--- config.mk ---
export PLATFORM = sky130hd
export DESIGN_NAME = flash_prog_seq
export DESIGN_NICKNAME = d
export VERILOG_FILES = /design/src/rtl/flash_pkg.sv /design/src/rtl/flash_chunk_calc.sv /design/src/rtl/flash_prog_seq.sv
export SDC_FILE = /design/constraint.sdc
export NUM_CORES = 1
export LEC_CHECK = 0
export CORE_MARGIN = 2
export CORE_UTILIZATION = 50
export CTS_CLUSTER_SIZE = 20
export DETAILED_ROUTE_END_ITERATION = 10
export GPL_TIMING_DRIVEN = 1
export PLACE_DENSITY = 0.73
export SYNTH_ARGS = -nofsm -noshare
export SYNTH_HDL_FRONTEND = slang
export SYNTH_SLANG_ARGS = --single-unit
--- constraint.sdc ---
create_clock -name i_clk -period 4.57 [get_ports i_clk]
set_input_delay 0.6855 -clock i_clk [delete_from_list [all_inputs] [get_ports i_clk]]
set_output_delay 0.6855 -clock i_clk [all_outputs]
set_load 0.03 [all_outputs]
--- src/rtl/flash_pkg.sv ---
// Shared constants for the SPI flash program sequencer: opcodes, driver
// command types (bit3 = go), FSM encoding and error codes.
package flash_pkg;

  localparam logic [7:0] OP_WREN = 8'h06;
  localparam logic [7:0] OP_SE   = 8'h20;
  localparam logic [7:0] OP_RDSR = 8'h05;
  localparam logic [7:0] OP_PP   = 8'h02;

  localparam logic [3:0] CT_IDLE      = 4'b0000;
  localparam logic [3:0] CT_CMD_ONLY  = 4'b1001;
  localparam logic [3:0] CT_CMD_ADDR  = 4'b1100;
  localparam logic [3:0] CT_RD_NOADDR = 4'b1011;
  localparam logic [3:0] CT_WR_ADDR   = 4'b1101;

  localparam logic [2:0] ST_IDLE   = 3'd0;
  localparam logic [2:0] ST_LOAD   = 3'd1;
  localparam logic [2:0] ST_WREN   = 3'd2;
  localparam logic [2:0] ST_ERASE  = 3'd3;
  localparam logic [2:0] ST_POLL   = 3'd4;
  localparam logic [2:0] ST_PROG   = 3'd5;
  localparam logic [2:0] ST_NEXT   = 3'd6;
  localparam logic [2:0] ST_FINISH = 3'd7;

  localparam logic [1:0] ERR_OK       = 2'd0;
  localparam logic [1:0] ERR_POLL_TO  = 2'd1;
  localparam logic [1:0] ERR_UNDERRUN = 2'd2;

endpackage

--- src/rtl/flash_chunk_calc.sv ---
// Combinational page-chunk size and sector-erase decision for the current
// program position.
module flash_chunk_calc
  import flash_pkg::*;
#(
  parameter int PAGE_BYTES   = 256,
  parameter int SECTOR_BYTES = 4096
) (
  input  logic [23:0] i_cur_addr,
  input  logic [23:0] i_remaining,
  input  logic        i_first,
  output logic [23:0] o_chunk,
  output logic        o_erase_needed
);

  localparam logic [23:0] PAGE_SZ   = 24'(PAGE_BYTES);
  localparam logic [23:0] PAGE_MASK = 24'(PAGE_BYTES - 1);
  localparam logic [23:0] SECT_MASK = 24'(SECTOR_BYTES - 1);

  logic [23:0] room;

  always_comb begin
    room           = PAGE_SZ - (i_cur_addr & PAGE_MASK);
    o_chunk        = (i_remaining < room) ? i_remaining : room;
    o_erase_needed = i_first | ((i_cur_addr & SECT_MASK) == 24'd0);
  end

endmodule

--- src/rtl/flash_prog_seq.sv ---
// Turns one "write N bytes at address A" request into WREN / sector-erase /
// page-program / status-poll commands for the SPI flash driver.
module flash_prog_seq
  import flash_pkg::*;
#(
  parameter int          PAGE_BYTES   = 256,
  parameter int          SECTOR_BYTES = 4096,
  parameter logic [15:0] POLL_MAX     = 16'd60000
) (
  input  logic        i_clk,
  input  logic        i_rst_n,
  input  logic        i_start,
  input  logic [23:0] i_base_addr,
  input  logic [23:0] i_len,
  input  logic [7:0]  i_wr_data,
  input  logic        i_wr_valid,
  output logic        o_wr_ready,
  output logic        o_busy,
  output logic        o_done,
  output logic [1:0]  o_err,
  output logic [3:0]  o_cmd_type,
  output logic [7:0]  o_flash_cmd,
  output logic [23:0] o_flash_addr,
  output logic [7:0]  o_flash_data,
  output logic [7:0]  o_data_num,
  input  logic        i_wr_byte_over,
  input  logic        i_op_done,
  input  logic        i_flash_done,
  input  logic [7:0]  i_flash_data
);

  logic [2:0]  state_q, state_d;
  logic        ret_q, ret_d;
  logic        active_q, active_d;
  logic [23:0] cur_addr_q, cur_addr_d;
  logic [23:0] remaining_q, remaining_d;
  logic        first_q, first_d;
  logic [23:0] chunk_q, chunk_d;
  logic [8:0]  byte_cnt_q, byte_cnt_d;
  logic [15:0] poll_cnt_q, poll_cnt_d;
  logic        wip_q, wip_d;
  logic [1:0]  err_q, err_d;
  logic [3:0]  cmd_type_q, cmd_type_d;
  logic [7:0]  flash_cmd_q, flash_cmd_d;
  logic [23:0] flash_addr_q, flash_addr_d;
  logic [7:0]  flash_data_q, flash_data_d;
  logic [7:0]  data_num_q, data_num_d;
  logic        wr_ready_q, wr_ready_d;
  logic        busy_q, busy_d;
  logic        done_q, done_d;

  logic [23:0] calc_chunk;
  logic        calc_erase;
  logic        wip_now;

  flash_chunk_calc #(
    .PAGE_BYTES   (PAGE_BYTES),
    .SECTOR_BYTES (SECTOR_BYTES)
  ) u_chunk_calc (
    .i_cur_addr     (cur_addr_q),
    .i_remaining    (remaining_q),
    .i_first        (first_q),
    .o_chunk        (calc_chunk),
    .o_erase_needed (calc_erase)
  );

  // A status byte may arrive in the same cycle as the command completion.
  assign wip_now = i_flash_done ? i_flash_data[0] : wip_q;

  always_comb begin
    state_d      = state_q;
    ret_d        = ret_q;
    active_d     = active_q;
    cur_addr_d   = cur_addr_q;
    remaining_d  = remaining_q;
    first_d      = first_q;
    chunk_d      = chunk_q;
    byte_cnt_d   = byte_cnt_q;
    poll_cnt_d   = poll_cnt_q;
    wip_d        = wip_q;
    err_d        = err_q;
    cmd_type_d   = cmd_type_q;
    flash_cmd_d  = flash_cmd_q;
    flash_addr_d = flash_addr_q;
    flash_data_d = flash_data_q;
    data_num_d   = data_num_q;
    wr_ready_d   = 1'b0;
    busy_d       = busy_q;
    done_d       = 1'b0;

    case (state_q)
      ST_IDLE: begin
        if (i_start) begin
          err_d = ERR_OK;
          if (i_len == 24'd0) begin
            done_d = 1'b1;
          end else begin
            cur_addr_d  = i_base_addr;
            remaining_d = i_len;
            first_d     = 1'b1;
            busy_d      = 1'b1;
            state_d     = ST_LOAD;
          end
        end
      end
      // ret selects the phase after WREN: 0 = erase, 1 = program.
      ST_LOAD: begin
        chunk_d  = calc_chunk;
        ret_d    = ~calc_erase;
        active_d = 1'b0;
        state_d  = ST_WREN;
      end
      ST_WREN: begin
        if (!active_q) begin
          cmd_type_d   = CT_CMD_ONLY;
          flash_cmd_d  = OP_WREN;
          flash_addr_d = cur_addr_q;
          data_num_d   = 8'd0;
          active_d     = 1'b1;
        end else if (i_op_done) begin
          cmd_type_d = CT_IDLE;
          active_d   = 1'b0;
          state_d    = ret_q ? ST_PROG : ST_ERASE;
        end
      end
      ST_ERASE: begin
        if (!active_q) begin
          cmd_type_d   = CT_CMD_ADDR;
          flash_cmd_d  = OP_SE;
          flash_addr_d = cur_addr_q;
          data_num_d   = 8'd0;
          active_d     = 1'b1;
        end else if (i_op_done) begin
          cmd_type_d = CT_IDLE;
          active_d   = 1'b0;
          ret_d      = 1'b0;
          poll_cnt_d = 16'd0;
          state_d    = ST_POLL;
        end
      end
      // ret selects the phase after a clean poll: 0 = WREN for program, 1 = NEXT.
      ST_POLL: begin
        if (!active_q) begin
          cmd_type_d   = CT_RD_NOADDR;
          flash_cmd_d  = OP_RDSR;
          flash_addr_d = cur_addr_q;
          data_num_d   = 8'd0;
          active_d     = 1'b1;
          poll_cnt_d   = poll_cnt_q + 16'd1;
          wip_d        = 1'b1;
        end else begin
          if (i_flash_done) wip_d = i_flash_data[0];
          if (i_op_done) begin
            cmd_type_d = CT_IDLE;
            active_d   = 1'b0;
            if (!wip_now) begin
              state_d = ret_q ? ST_NEXT : ST_WREN;
              ret_d   = 1'b1;
            end else if (poll_cnt_q >= POLL_MAX) begin
              err_d   = ERR_POLL_TO;
              state_d = ST_FINISH;
            end
          end
        end
      end
      ST_PROG: begin
        if (!active_q) begin
          if (i_wr_valid) begin
            cmd_type_d   = CT_WR_ADDR;
            flash_cmd_d  = OP_PP;
            flash_addr_d = cur_addr_q;
            data_num_d   = 8'(chunk_q - 24'd1);
            flash_data_d = i_wr_data;
            wr_ready_d   = 1'b1;
            byte_cnt_d   = 9'd1;
            active_d     = 1'b1;
          end
        end else begin
          // The byte-over of the final byte needs no refill.
          if (i_wr_byte_over && ({15'd0, byte_cnt_q} != chunk_q)) begin
            byte_cnt_d = byte_cnt_q + 9'd1;
            if (i_wr_valid) begin
              flash_data_d = i_wr_data;
              wr_ready_d   = 1'b1;
            end else begin
              err_d = ERR_UNDERRUN;
            end
          end
          if (i_op_done) begin
            cmd_type_d = CT_IDLE;
            active_d   = 1'b0;
            ret_d      = 1'b1;
            poll_cnt_d = 16'd0;
            state_d    = ST_POLL;
          end
        end
      end
      ST_NEXT: begin
        cur_addr_d  = cur_addr_q + chunk_q;
        remaining_d = remaining_q - chunk_q;
        first_d     = 1'b0;
        state_d     = (remaining_q == chunk_q) ? ST_FINISH : ST_LOAD;
      end
      ST_FINISH: begin
        done_d  = 1'b1;
        busy_d  = 1'b0;
        state_d = ST_IDLE;
      end
      default: state_d = ST_IDLE;
    endcase
  end

  always_ff @(posedge i_clk or negedge i_rst_n) begin
    if (!i_rst_n) begin
      state_q      <= ST_IDLE;
      ret_q        <= 1'b0;
      active_q     <= 1'b0;
      cur_addr_q   <= 24'd0;
      remaining_q  <= 24'd0;
      first_q      <= 1'b0;
      chunk_q      <= 24'd0;
      byte_cnt_q   <= 9'd0;
      poll_cnt_q   <= 16'd0;
      wip_q        <= 1'b0;
      err_q        <= ERR_OK;
      cmd_type_q   <= CT_IDLE;
      flash_cmd_q  <= 8'd0;
      flash_addr_q <= 24'd0;
      flash_data_q <= 8'hFF;
      data_num_q   <= 8'd0;
      wr_ready_q   <= 1'b0;
      busy_q       <= 1'b0;
      done_q       <= 1'b0;
    end else begin
      state_q      <= state_d;
      ret_q        <= ret_d;
      active_q     <= active_d;
      cur_addr_q   <= cur_addr_d;
      remaining_q  <= remaining_d;
      first_q      <= first_d;
      chunk_q      <= chunk_d;
      byte_cnt_q   <= byte_cnt_d;
      poll_cnt_q   <= poll_cnt_d;
      wip_q        <= wip_d;
      err_q        <= err_d;
      cmd_type_q   <= cmd_type_d;
      flash_cmd_q  <= flash_cmd_d;
      flash_addr_q <= flash_addr_d;
      flash_data_q <= flash_data_d;
      data_num_q   <= data_num_d;
      wr_ready_q   <= wr_ready_d;
      busy_q       <= busy_d;
      done_q       <= done_d;
    end
  end

  assign o_wr_ready   = wr_ready_q;
  assign o_busy       = busy_q;
  assign o_done       = done_q;
  assign o_err        = err_q;
  assign o_cmd_type   = cmd_type_q;
  assign o_flash_cmd  = flash_cmd_q;
  assign o_flash_addr = flash_addr_q;
  assign o_flash_data = flash_data_q;
  assign o_data_num   = data_num_q;

endmodule

### After elaboration in Yosys (flattened, before gate mapping)

Cells that the tools add are included.

| word-level totals | value |
|---|---|
| register bits after elaboration | 161 |
| latch bits | 0 |
| RAM bits | 0 |
| bits in read-only memories | 0 |
| bits of input ports | 71 |
| output and inout bits | 57 |
| word-level logic and storage cells | 176 |
| memories | 0 |

| operators by class | value |
|---|---|
| add/sub/neg operators | 6 |
| multipliers | 0 |
| divide/modulo/power cells | 0 |
| order comparisons | 2 |
| equality and inequality tests | 35 |
| shift-type cells | 0 |
| mux-type cells | 86 |
| bitwise logic cells | 2 |
| reductions and logical operators | 26 |

Operator list:

| cell | number |
|---|---|
| 2-to-1 mux 24 bit | 8 |
| case mux 24 bit (2 select lines) | 3 |
| 2-to-1 mux 8 bit | 11 |
| zero test 24 bit | 2 |
| 2-to-1 mux 16 bit | 3 |
| inequality test 2 bit (second input constant) | 21 |
| 2-to-1 mux 3 bit | 13 |
| case mux 16 bit (2 select lines) | 1 |
| case mux 8 bit (4 select lines) | 1 |
| 2-to-1 mux 9 bit | 3 |
| adder 24 bit | 1 |
| equality test 24 bit | 1 |
| < comparator 24 bit | 1 |
| 2-to-1 mux 4 bit | 6 |
| inequality test 9 x 24 -> 1 bit | 1 |
| subtractor 24 bit | 1 |
| case mux 3 bit (7 select lines) | 1 |
| 2-to-1 mux 1 bit | 20 |
| AND reduction 9 bit | 2 |
| adder 16 x 1 -> 16 bit (second input constant) | 1 |
| >= comparator 16 bit (second input constant) | 1 |
| 2-to-1 mux 2 bit | 8 |
| case mux 4 bit (4 select lines) | 1 |
| case mux 8 bit (2 select lines) | 1 |
| other kinds (26) | 45 |

### Logic depth before layout (Yosys ltp)

Gate-level depths: netlist of run 1.

| depth | value |
|---|---|
| depth after elaboration | 6 |
| depth in mapped cells | 12 |
| mapped depth without buffers | 12 |

### By module

Synthesis of run 1 repeated with hierarchy kept, for this count alone.

| second synthesis, totals | value |
|---|---|
| cells, all modules | 1,193 |
| area, all modules | 10,388.7 um^2 |

Modules (own cells, without submodules):

| module | instances | cells each | area each (um^2) | sequential area each (um^2) |
|---|---|---|---|---|
| flash_prog_seq | 1 | 1,114 | 9,800.6 | 3,938.8 |
| flash_chunk_calc | 1 | 79 | 588.1 | 0.0 |

### Least setup slack after synthesis of run 1

Ideal clock, no wire load.

| timing path | value |
|---|---|
| kind | register -> register |
| from | reg cur_addr_q[1] |
| to | reg chunk_q[2] |
| setup time | 0.077 ns |
| data arrival time | 2.964 ns |
| required time | 4.493 ns |
| slack | 1.528 ns |
| stages on the path, launching flop included | 13 |
| buffers on the path | 0 |
| clock period less this slack | 3.042 ns |
| cells stage by stage | dfrtp_1 inv_1 ha_1 inv_1 nor4_1 inv_1 ha_1 nor4_1 nand4_1 or3_1 o221ai_4 mux2_2 a21oi_1 |

| on the way | value |
|---|---|
| cells in the longest elaborated chain, start to end | 3 |

RTL lines:

| what | RTL line | source |
|---|---|---|
| from (decl) | flash_prog_seq.sv:35 | `logic [23:0] cur_addr_q, cur_addr_d;` |
| from (signal assigned) | flash_prog_seq.sv:238 | `cur_addr_q <= cur_addr_d;` |
| subtractor 9 x 8 -> 10 bit (*) | flash_chunk_calc.sv:23 | `room = PAGE_SZ - (i_cur_addr & PAGE_MASK);` |
| < comparator 24 bit | flash_chunk_calc.sv:24 | `o_chunk = (i_remaining < room) ? i_remaining : room;` |
| 2-to-1 mux 24 bit (*) | flash_chunk_calc.sv:24 |  |
| to (signal assigned) | flash_prog_seq.sv:241 | `chunk_q <= chunk_d;` |
| to (decl) | flash_prog_seq.sv:38 | `logic [23:0] chunk_q, chunk_d;` |

Every way passes the cells marked *; elsewhere a longest branch is shown, timed or not.
A chain may end at the register's enable or synchronous reset.

### Final worst setup path of run 1

| timing path | value |
|---|---|
| from | reg cur_addr_q[4] |
| to | reg chunk_q[5] |

The elaborated chain is that of the path after synthesis.

==> results of run 1 <==
[state kept, by name (all words and copies together) (netlist names), 4 cells and up]
register and count:
chunk_q 24, cur_addr_q 24, o_flash_addr 24, remaining_q 24, poll_cnt_q 16, byte_cnt_q 9, o_data_num 8, o_flash_data 8
o_cmd_type 4, o_flash_cmd 4
[metal layers]
layer | track usage | part of all wire | vias to the layer above
li1 | - | - | 4410
met1 | 0.3551 | 0.46 | 4304
met2 | 0.4000 | 0.46 | 275
met3 | 0.04169 | 0.063 | 31
met4 | 0.07353 | 0.019 | 0
met5 | 0 | 0 | -
[cell type report]
class | instances | area, µm² | area share
clock buffer | 17 | 425.4 | 0.03524
tap | 265 | 331.6 | 0.02747
multi-input combinational | 934 | 5741 | 0.4755
timing repair buffer | 128 | 1265 | 0.1048
sequential | 157 | 3939 | 0.3263
clock inverter | 15 | 163.9 | 0.01358
inverter | 55 | 206.4 | 0.01710
[per-stage QoR]
stage | setup slack (ns) | total power, µW
after floorplan | 1.528 | 6115
after global placement | 0.8816 | 7417
after detailed placement | 0.8370 | 7534
after CTS | 1.088 | 8990
after global routing | 0.8356 | 9717
final | 1.090 | 8990
[cell families after synthesis]
logic type | count (synthesis) | share of synthesized area
AO/OA/AOI/OAI | 283 | 0.1786
XOR/XNOR | 65 | 0.05654
adder cells (fa/ha/maj) | 63 | 0.07977
buffers and inverters | 101 | 0.04138
flip-flops | 157 | 0.3912
multiplexers | 33 | 0.03554
other | 1 | 0.0003724
AND/OR/NAND/NOR | 486 | 0.2167
[cell usage in the layout, fill, tap and decap left out, drive strengths merged, types with 17 or more instances in the layout]
cell,Yosys,final
nand2,220,220
dfrtp,149,149
clkdlybuf4s50,0,115
nor2,105,105
a21oi,80,80
o21ai,79,79
inv,55,65
ha,61,61
nand3,35,35
xnor2,34,34
xor2,31,31
nor3,28,28
nor4,21,21
a21o,20,20
mux2,19,19
or3,18,18
clkbuf,25,17
[worst paths after layout]
check	cells after the start	slack, ns	to	start
hold reg to reg	2	0.46	o_flash_data[3]	o_flash_data[3]
hold / removal	1	0.34	o_flash_addr[14]	i_rst_n
setup reg to reg	12	1.09	chunk_q[5]	cur_addr_q[4]
max in group asynchronous	2	3.35	o_flash_data[0]	i_rst_n
min in group i_clk	2	0.46	o_flash_data[3]	o_flash_data[3]
setup / recovery	12	1.09	chunk_q[5]	cur_addr_q[4]
[report_power, final]
group	switching, µW	internal, µW	total (µW)
Combinational	2930	2110	5040
Clock	679	737	1420
Sequential	579	1960	2540
==> run metrics, run 1 <==
Final Hold Viols 0; Post-DP Area 11480 µm²; critical path capture point type flip-flop; TritonCTS clock tree yes; share of post-route cells with drive strength above 1 0.07121; PwrDens 744.7 nW/µm²; initial antenna violation count 0; Distinct cells, synth 73; core area 19590 µm²; CTS Buf Count 17; Worst EP required 4.92 ns; vias in the first global route 8540; Routed WL 26300 µm; post-synthesis register bit count 157; DRT Pass-1 Iters 5; num rows 51; clock buffer depth 2; Cells after Synth 1189; run status finished clean; # placed instances 1539; port buffer count 116; post-DR wirelength/cell 16.74 µm; CTS Sinks 157; post-synthesis average cell area 8.469 µm²; CP max-delay cell dfrtp_1; initial core utilization 0.5140; Crit Path Category flip-flop to flip-flop; post-cts resize count 0; Final GP Congestion 0.9569; Post-CTS Setup Bufs 0; Min Hold Slack 0.3368 ns; sequential share of the synthesized area 0.3912; clk root buf clkbuf_16; Worst-path clk slew 0.07 ns; fill count 1749; Slew @ Worst Pin 0.9298 ns; RSZ-0062 raised after global routing false; hpwl dp 19370 µm; type of origin of the critical path flip-flop; Setup Viol. Count Final 0; Top FF cell, synth dfrtp_1; peak supply drop 0.0003399 V; Syn Std Cell Area 10070 µm²; Starting DRT DRC Count 695; Max Freq 287.4 MHz; Post-CTS Hold Fix Bufs 0; vias per cell 5.742; number of synthesized flops with an enable pin 0; worst path arrival time 3.83 ns; Area Overhead vs Synth 19.88%; most used cell, CP nor4_1; Ports 128; Buf+Inv Stages, Crit Path 2; GRT Util Overall 0.2515; H-tree level count 4; GR Overflow Total 0; Final #Nets 1427; max-cap check violation count 0; Vias 9020; most area-consuming cells after synthesis dfrtp_1 37%, nand2_1 8.2%, ha_1 7.6%; Final Non-Filler Cells 1571; Async SR Flop Fraction 1.000; min Tclk post-route 3.480 ns; antenna-violating nets left 0; post-synth top area share 0.3703; Rel. slew slack 0.3801; crit-path max FO 9; Slew Viols, Final 0; Chip Height 145.9 µm; DIE AREA 21290 µm²; Worst path max stage delay 0.48 ns; Leakage 0.005399 µW; fin crit share 0.7614; antenna cells 0; chip width 145.9 µm; largest net degree at the start of global routing 97; first-pass GRT wire length 43410 µm; most frequent cell after synthesis nand2_1; crit path cell chain nor3_1 -> nand2b_1 -> nor4_1 -> buf_4 -> inv_1 -> ha_1 -> nor4_1 -> nand4_1 -> or3_1 -> o221ai_4 -> mux2_2 -> a21oi_1; most common library cells after synthesis 220 x nand2_1, 149 x dfrtp_1, 104 x nor2_1; final instance area 12070 µm²; Worst Hold Class input port to async pin; kind of cell adding the most delay to the critical path simple AND/OR/NAND/NOR gates; # DRC 0; post-layout util 0.6162; skew final 0.01036 ns; Fin Setup TNS 0 ns; Syn. warnings 0; Synth area leader dfrtp_1; Clock Latency Late Sink 0.43 ns
(Power assumes the default switching activity.)
==> run 2, diff against run 1 <==
==> constraint.sdc (replaced) <==
create_clock -name i_clk -period 3.4 [get_ports i_clk]
set_input_delay 0.51 -clock i_clk [delete_from_list [all_inputs] [get_ports i_clk]]
set_output_delay 0.51 -clock i_clk [all_outputs]
set_load 0.03 [all_outputs]
==> run 2 against run 1 <==
  * Count of clock-buffer cells in the layout did not move
  * Highest routed layer unchanged
  * Core utilization up 1.1 points
  * Non-clock buffer count increased by 18
  * First-iteration DRC count shrank 15%
  * Largest cell class unchanged
  * Sequential share of layout area is 0.55 points lower
==> run metrics, run 2 (synthesis gave the netlist of run 1 again) <==
Max Freq 317.7 MHz (+11%); antenna-violating nets left 0 (unchanged); Slew Viols, Final 0 (unchanged); GRT Util Overall 0.2544 (+0.002875); Fin Setup TNS 0 ns (unchanged); Ports 128 (unchanged); initial antenna violation count 0 (unchanged); num rows 51 (unchanged); fill count 1702 (-2.7%); Setup Viol. Count Final 0 (unchanged); core area 19590 µm² (unchanged); Vias 9084 (+0.71%); GR Overflow Total 0 (unchanged); clock buffer depth 2 (unchanged); worst path arrival time 3.50 ns (-0.33 ns); fin crit share 0.9258 (+0.1644); largest net degree at the start of global routing 67 (-31%); DIE AREA 21290 µm² (unchanged); DRT Pass-1 Iters 5 (unchanged); CTS Buf Count 17 (unchanged); RSZ-0062 raised after global routing false; most common cell after layout, fill and taps aside nand2_1; peak supply drop 0.0004839 V (+42%); CP max-delay cell dfrtp_1; most frequent cells in the layout 220 x nand2_1, 149 x dfrtp_1, 115 x clkdlybuf4s50_1, 102 x nor2_1, 79 x a21oi_1; sequential standard cell area 3939 µm² (unchanged); first-pass GRT wire length 43860 µm (+1.1%); Pwr Total 12320 µW (+37%); crit path cell chain inv_2 -> ha_1 -> inv_1 -> nor4_4 -> inv_1 -> ha_1 -> nor4_2 -> nand4_1 -> buf_4 -> or3_1 -> o221ai_4 -> buf_12 -> mux2_2 -> a21oi_1; port buffer count 116 (unchanged); Worst-path clk slew 0.07 ns (about the same); Starting DRT DRC Count 594 (-15%); post-DR wirelength/cell 16.89 µm (+0.89%); # DRC 0 (unchanged); PwrDens 1003 nW/µm² (+35%); vias per cell 5.717 (-0.43%); Worst path max stage delay 0.42 ns (-0.06 ns); Final GP Congestion 0.9107 (-4.8%); initial core utilization 0.5140 (unchanged); multi-input logic area 5767 µm² (+0.46%); Chip Height 145.9 µm (unchanged); Worst EP required 3.75 ns (-1.17 ns); antenna cells 0 (unchanged); type of origin of the critical path flip-flop; Worst Hold Class input port to async pin; vias in the first global route 8611 (+0.83%); Final Hold Viols 0 (unchanged); Slew @ Worst Pin 0.6850 ns (-0.2448 ns); skew final 0.01041 ns (+0.00004390 ns); hpwl dp 20070 µm (+3.6%); crit-path max FO 9 (unchanged); Routed WL 26830 µm (+2.0%); share of post-route cells with drive strength above 1 0.08761 (+0.01640); post-layout util 0.6267 (+0.01054); Leakage 0.005504 µW (+1.9%); H-tree level count 4 (unchanged); Area Overhead vs Synth 21.93%; Clock Latency Late Sink 0.43 ns (about the same); run status finished clean; CTS Sinks 157 (unchanged); Rel. slew slack 0.5433 (+0.1632); chip width 145.9 µm (unchanged); TritonCTS clock tree yes; Crit Path Category flip-flop to flip-flop; critical path capture point type flip-flop; Final #Nets 1445 (+1.3%); min Tclk post-route 3.148 ns (-0.3318 ns); max-cap check violation count 0 (unchanged); clk root buf clkbuf_16
[run 2: layer usage]
metal  part of all wire  wire [µm]  up-vias  GRT usage
met3              0.057       1534       55    0.04483
met4              0.027        732        0    0.09412
met5                  0          0        -          0
met2               0.45      12130      285     0.3995
li1                   -          -     4448          -
met1               0.46      12430     4296     0.3536
[run 2: per-stage QoR]
| stage | instance area [µm²] | hold slack (ns) | instances | setup slack (ns) |
|---|---|---|---|---|
| floorplan | 10080 | 0.2144 | 1192 | 0.3583 |
| global placement | 11630 | 0.4461 | 1555 | 0.1933 |
| detailed placement | 11630 | 0.4491 | 1555 | 0.08707 |
| CTS | 12250 | 0.06511 | 1589 | 0.01853 |
| global route | 12280 | 0.09167 | 1589 | 0.02148 |
| finish | 12280 | 0.03800 | 1589 | 0.2521 |
[run 2: timing repair]
item                                    4_1_cts  5_1_grt
pin swaps                                     1        0
endpoints found under the setup margin        1        9
hold buffers                                  0        0
gates resized for setup                       0        6
setup buffers                                 2        0
[run 2: power breakdown]
| part | leakage [µW] | internal (µW) | total [µW] | switching [µW] |
|---|---|---|---|---|
| sequential | 0.00196 | 2630 | 3430 | 798 |
| combinational | 0.00325 | 2930 | 6960 | 4020 |
| clock | 0.000291 | 1050 | 1930 | 881 |
| total | 0.00550 | 6620 | 12300 | 5700 |
[run 2: cell type report]
class | instances | share of cell area
Inverter | 55 | 0.01681
Timing Repair Buffer | 146 | 0.1171
Clock inverter | 15 | 0.01396
Sequential cell | 157 | 0.3208
Multi-Input combinational cell | 934 | 0.4697
Clock buffer | 17 | 0.03465
Tap cell | 265 | 0.02701
[run 2: final timing paths]
kind                            cells past startpoint  slack, ns             from               end
worst max-delay path                               14       0.25    cur_addr_q[1]        chunk_q[4]
worst min-delay path                                1       0.04          i_rst_n  o_flash_addr[21]
worst max register to register                     14       0.25    cur_addr_q[1]        chunk_q[4]
worst min register to register                      2       0.46  o_flash_data[4]   o_flash_data[4]
max in group asynchronous                           2       2.47          i_rst_n     cur_addr_q[4]
min in group i_clk                                  2       0.46  o_flash_data[4]   o_flash_data[4]
[run 2: critical path: cells and delay by family (launching register included)]
kind / cells / cell delay (ns)
buf+inv: 5 / 0.64
compound gates: 2 / 0.25
flops: 1 / 0.42
fa+ha+maj: 2 / 0.40
simple gates: 4 / 1.02
mux: 1 / 0.33
==> run 3, diff against run 2 <==
--- a/config.mk
+++ b/config.mk
@@ -11,6 +11,7 @@
 export DETAILED_ROUTE_END_ITERATION = 10
 export GPL_TIMING_DRIVEN = 1
 export PLACE_DENSITY = 0.73
+export RECOVER_POWER = 25
 export SYNTH_ARGS = -nofsm -noshare
 export SYNTH_HDL_FRONTEND = slang
 export SYNTH_SLANG_ARGS = --single-unit
==> constraint.sdc (replaced) <==
create_clock -name i_clk -period 4 [get_ports i_clk]
set_input_delay 0.4 -clock i_clk [delete_from_list [all_inputs] [get_ports i_clk]]
set_output_delay 0.4 -clock i_clk [all_outputs]
set_load 0.03 [all_outputs]
==> run 3 against run 2 <==
  * The flow now finishes with violations (max-capacitance violations, max-slew violations)
  * Sequential power is 14% lower
  * Sequential share of layout area is 0.54 points higher
  * Clock skew is 0.00099 ns higher
  * First-iteration DRC count is 1.7% higher
  * Largest cell class unchanged
  * Largest power group unchanged
==> run metrics, run 3 (synthesis gave the netlist of run 1 again) <==
run status finished, violations left; failing checks max-capacitance violations, max-slew violations; critical path capture point type flip-flop; Clock Latency Late Sink 0.44 ns (about the same); Slew Viols, Final 105 (+105); DIE AREA 21290 µm² (unchanged); Routed WL 26800 µm (-0.14%); Worst path max stage delay 0.41 ns (about the same); Post-CTS Hold Fix Bufs 0 (unchanged); vias in the first global route 8581 (-0.35%); Final GP Congestion 0.9505 (+4.4%); fill count 1723 (+1.2%); skew final 0.01140 ns (+0.0009930 ns); worst path arrival time 3.79 ns (+0.29 ns); H-tree level count 4 (unchanged); antenna cells 0 (unchanged); fin crit share 0.8596 (-0.06629); post-cts resize count 0 (unchanged); Pwr Total 10320 µW (-16%); Starting DRT DRC Count 604 (+1.7%); GRT Util Overall 0.2549 (+0.0005353); antenna-violating nets left 0 (unchanged); Final #Nets 1429 (-1.1%); kind of cell adding the most delay to the critical path simple AND/OR/NAND/NOR gates; initial core utilization 0.5140 (unchanged); crit path cell chain inv_1 -> ha_1 -> inv_1 -> nor4_1 -> buf_4 -> inv_1 -> ha_1 -> nor4_1 -> nand4_1 -> or3_1 -> o221ai_4 -> mux2_2 -> a21oi_1; Worst Hold Class flip-flop to flip-flop; Setup Viol. Count Final 0 (unchanged); share of post-route cells with drive strength above 1 0.07263 (-0.01498); CTS Buf Count 17 (unchanged); PwrDens 854.6 nW/µm² (-15%); Fin Setup TNS 0 ns (unchanged); clk root buf clkbuf_16; Post-DP Area 11480 µm² (-1.2%); first-pass GRT wire length 44130 µm (+0.61%); CP max-delay cell dfrtp_1; # DRC 0 (unchanged); Crit Path Category flip-flop to flip-flop; num rows 51 (unchanged); Max Freq 290.8 MHz (-8.4%); # placed instances 1541 (-0.90%); Buf+Inv Stages, Crit Path 4 (-1); chip width 145.9 µm (unchanged); clock buffer depth 2 (unchanged); Vias 9045 (-0.43%); core area 19590 µm² (unchanged); TritonCTS clock tree yes; crit-path max FO 9 (unchanged); largest net degree at the start of global routing 105 (+57%); hpwl dp 19840 µm (-1.2%); peak supply drop 0.0003616 V (-25%); port buffer count 116 (unchanged); Final Non-Filler Cells 1573 (-1.0%); final instance area 12070 µm² (-1.7%); CTS Sinks 157 (unchanged); Final Hold Viols 0 (unchanged); most common cell after layout, fill and taps aside nand2_1; Ports 128 (unchanged); most frequent cells in the layout 220 x nand2_1, 149 x dfrtp_1, 115 x clkdlybuf4s50_1, 102 x nor2_1, 79 x a21oi_1; min Tclk post-route 3.438 ns (+0.2903 ns); DRT Pass-1 Iters 6 (+1); type of origin of the critical path flip-flop; initial antenna violation count 0 (unchanged); Min Hold Slack 0.4584 ns (+0.4204 ns); GR Overflow Total 0 (unchanged); post-DR wirelength/cell 17.03 µm (+0.87%); vias per cell 5.750 (+0.58%); Rel. slew slack -0.6954 (-1.239); Worst-path clk slew 0.07 ns (about the same); Leakage 0.005399 µW (-1.9%); Slew @ Worst Pin 2.543 ns (+1.858 ns); max-cap check violation count 1 (+1); Area Overhead vs Synth 19.91%; most used cell, CP inv_1; RSZ-0062 raised after global routing false; Chip Height 145.9 µm (unchanged); Post-CTS Setup Bufs 0 (-2); Worst EP required 4.35 ns (+0.60 ns)
-- run 3: worst paths after layout --
kind	slack (ns)	cells past startpoint	to	from
min reg2reg	0.46	2	o_flash_data[2]	o_flash_data[2]
min in group asynchronous	0.75	1	o_flash_addr[14]	i_rst_n
max reg2reg	0.56	13	chunk_q[6]	cur_addr_q[1]
max	0.56	13	chunk_q[6]	cur_addr_q[1]
min	0.46	2	o_flash_data[2]	o_flash_data[2]
max in group asynchronous	1.75	2	chunk_q[2]	i_rst_n
-- run 3: layer usage --
layer / routed length, µm / global-route usage / vias to the layer above
met5: 0 / 0 / -
met4: 597 / 0.07549 / 0
met3: 1557 / 0.04263 / 38
met2: 12200 / 0.4014 / 328
met1: 12440 / 0.3625 / 4278
li1: - / - / 4401
-- run 3: area by class of cell --
type                       count  area [µm²]  share of cell area
multi-input combinational    934        5741              0.4754
sequential                   157        3939              0.3262
timing repair buffer         130        1261              0.1045
clock buffer                  17       425.4             0.03523
tap                          265       331.6             0.02746
inverter                      55       206.4             0.01710
clock inverter                15       170.2             0.01409
-- run 3: worst register-to-register path, cell delays in order, from the launching register on --
cell      delay (ns)
dfrtp_1         0.41
inv_1           0.18
ha_1            0.22
inv_1           0.07
nor4_1          0.26
buf_4           0.19
inv_1           0.04
ha_1            0.18
nor4_1          0.27
nand4_1         0.22
or3_1           0.41
o221ai_4        0.35
mux2_2          0.39
a21oi_1         0.16
-- run 3: power by group --
group          internal [µW]  switching [µW]  leakage (µW)
registers               2240             701       0.00196
logic                   2410            3320       0.00315
clock network            894             760      0.000288
total                   5540            4780       0.00540
-- run 3: metrics by stage --
stage,worst slack (ns),utilization
after floorplan,0.9583,-
after global placement,0.6717,0.5863
after detailed placement,0.5639,0.5863
after CTS,0.5408,0.6167
after global routing,0.2588,0.6163
final,0.5618,0.6163
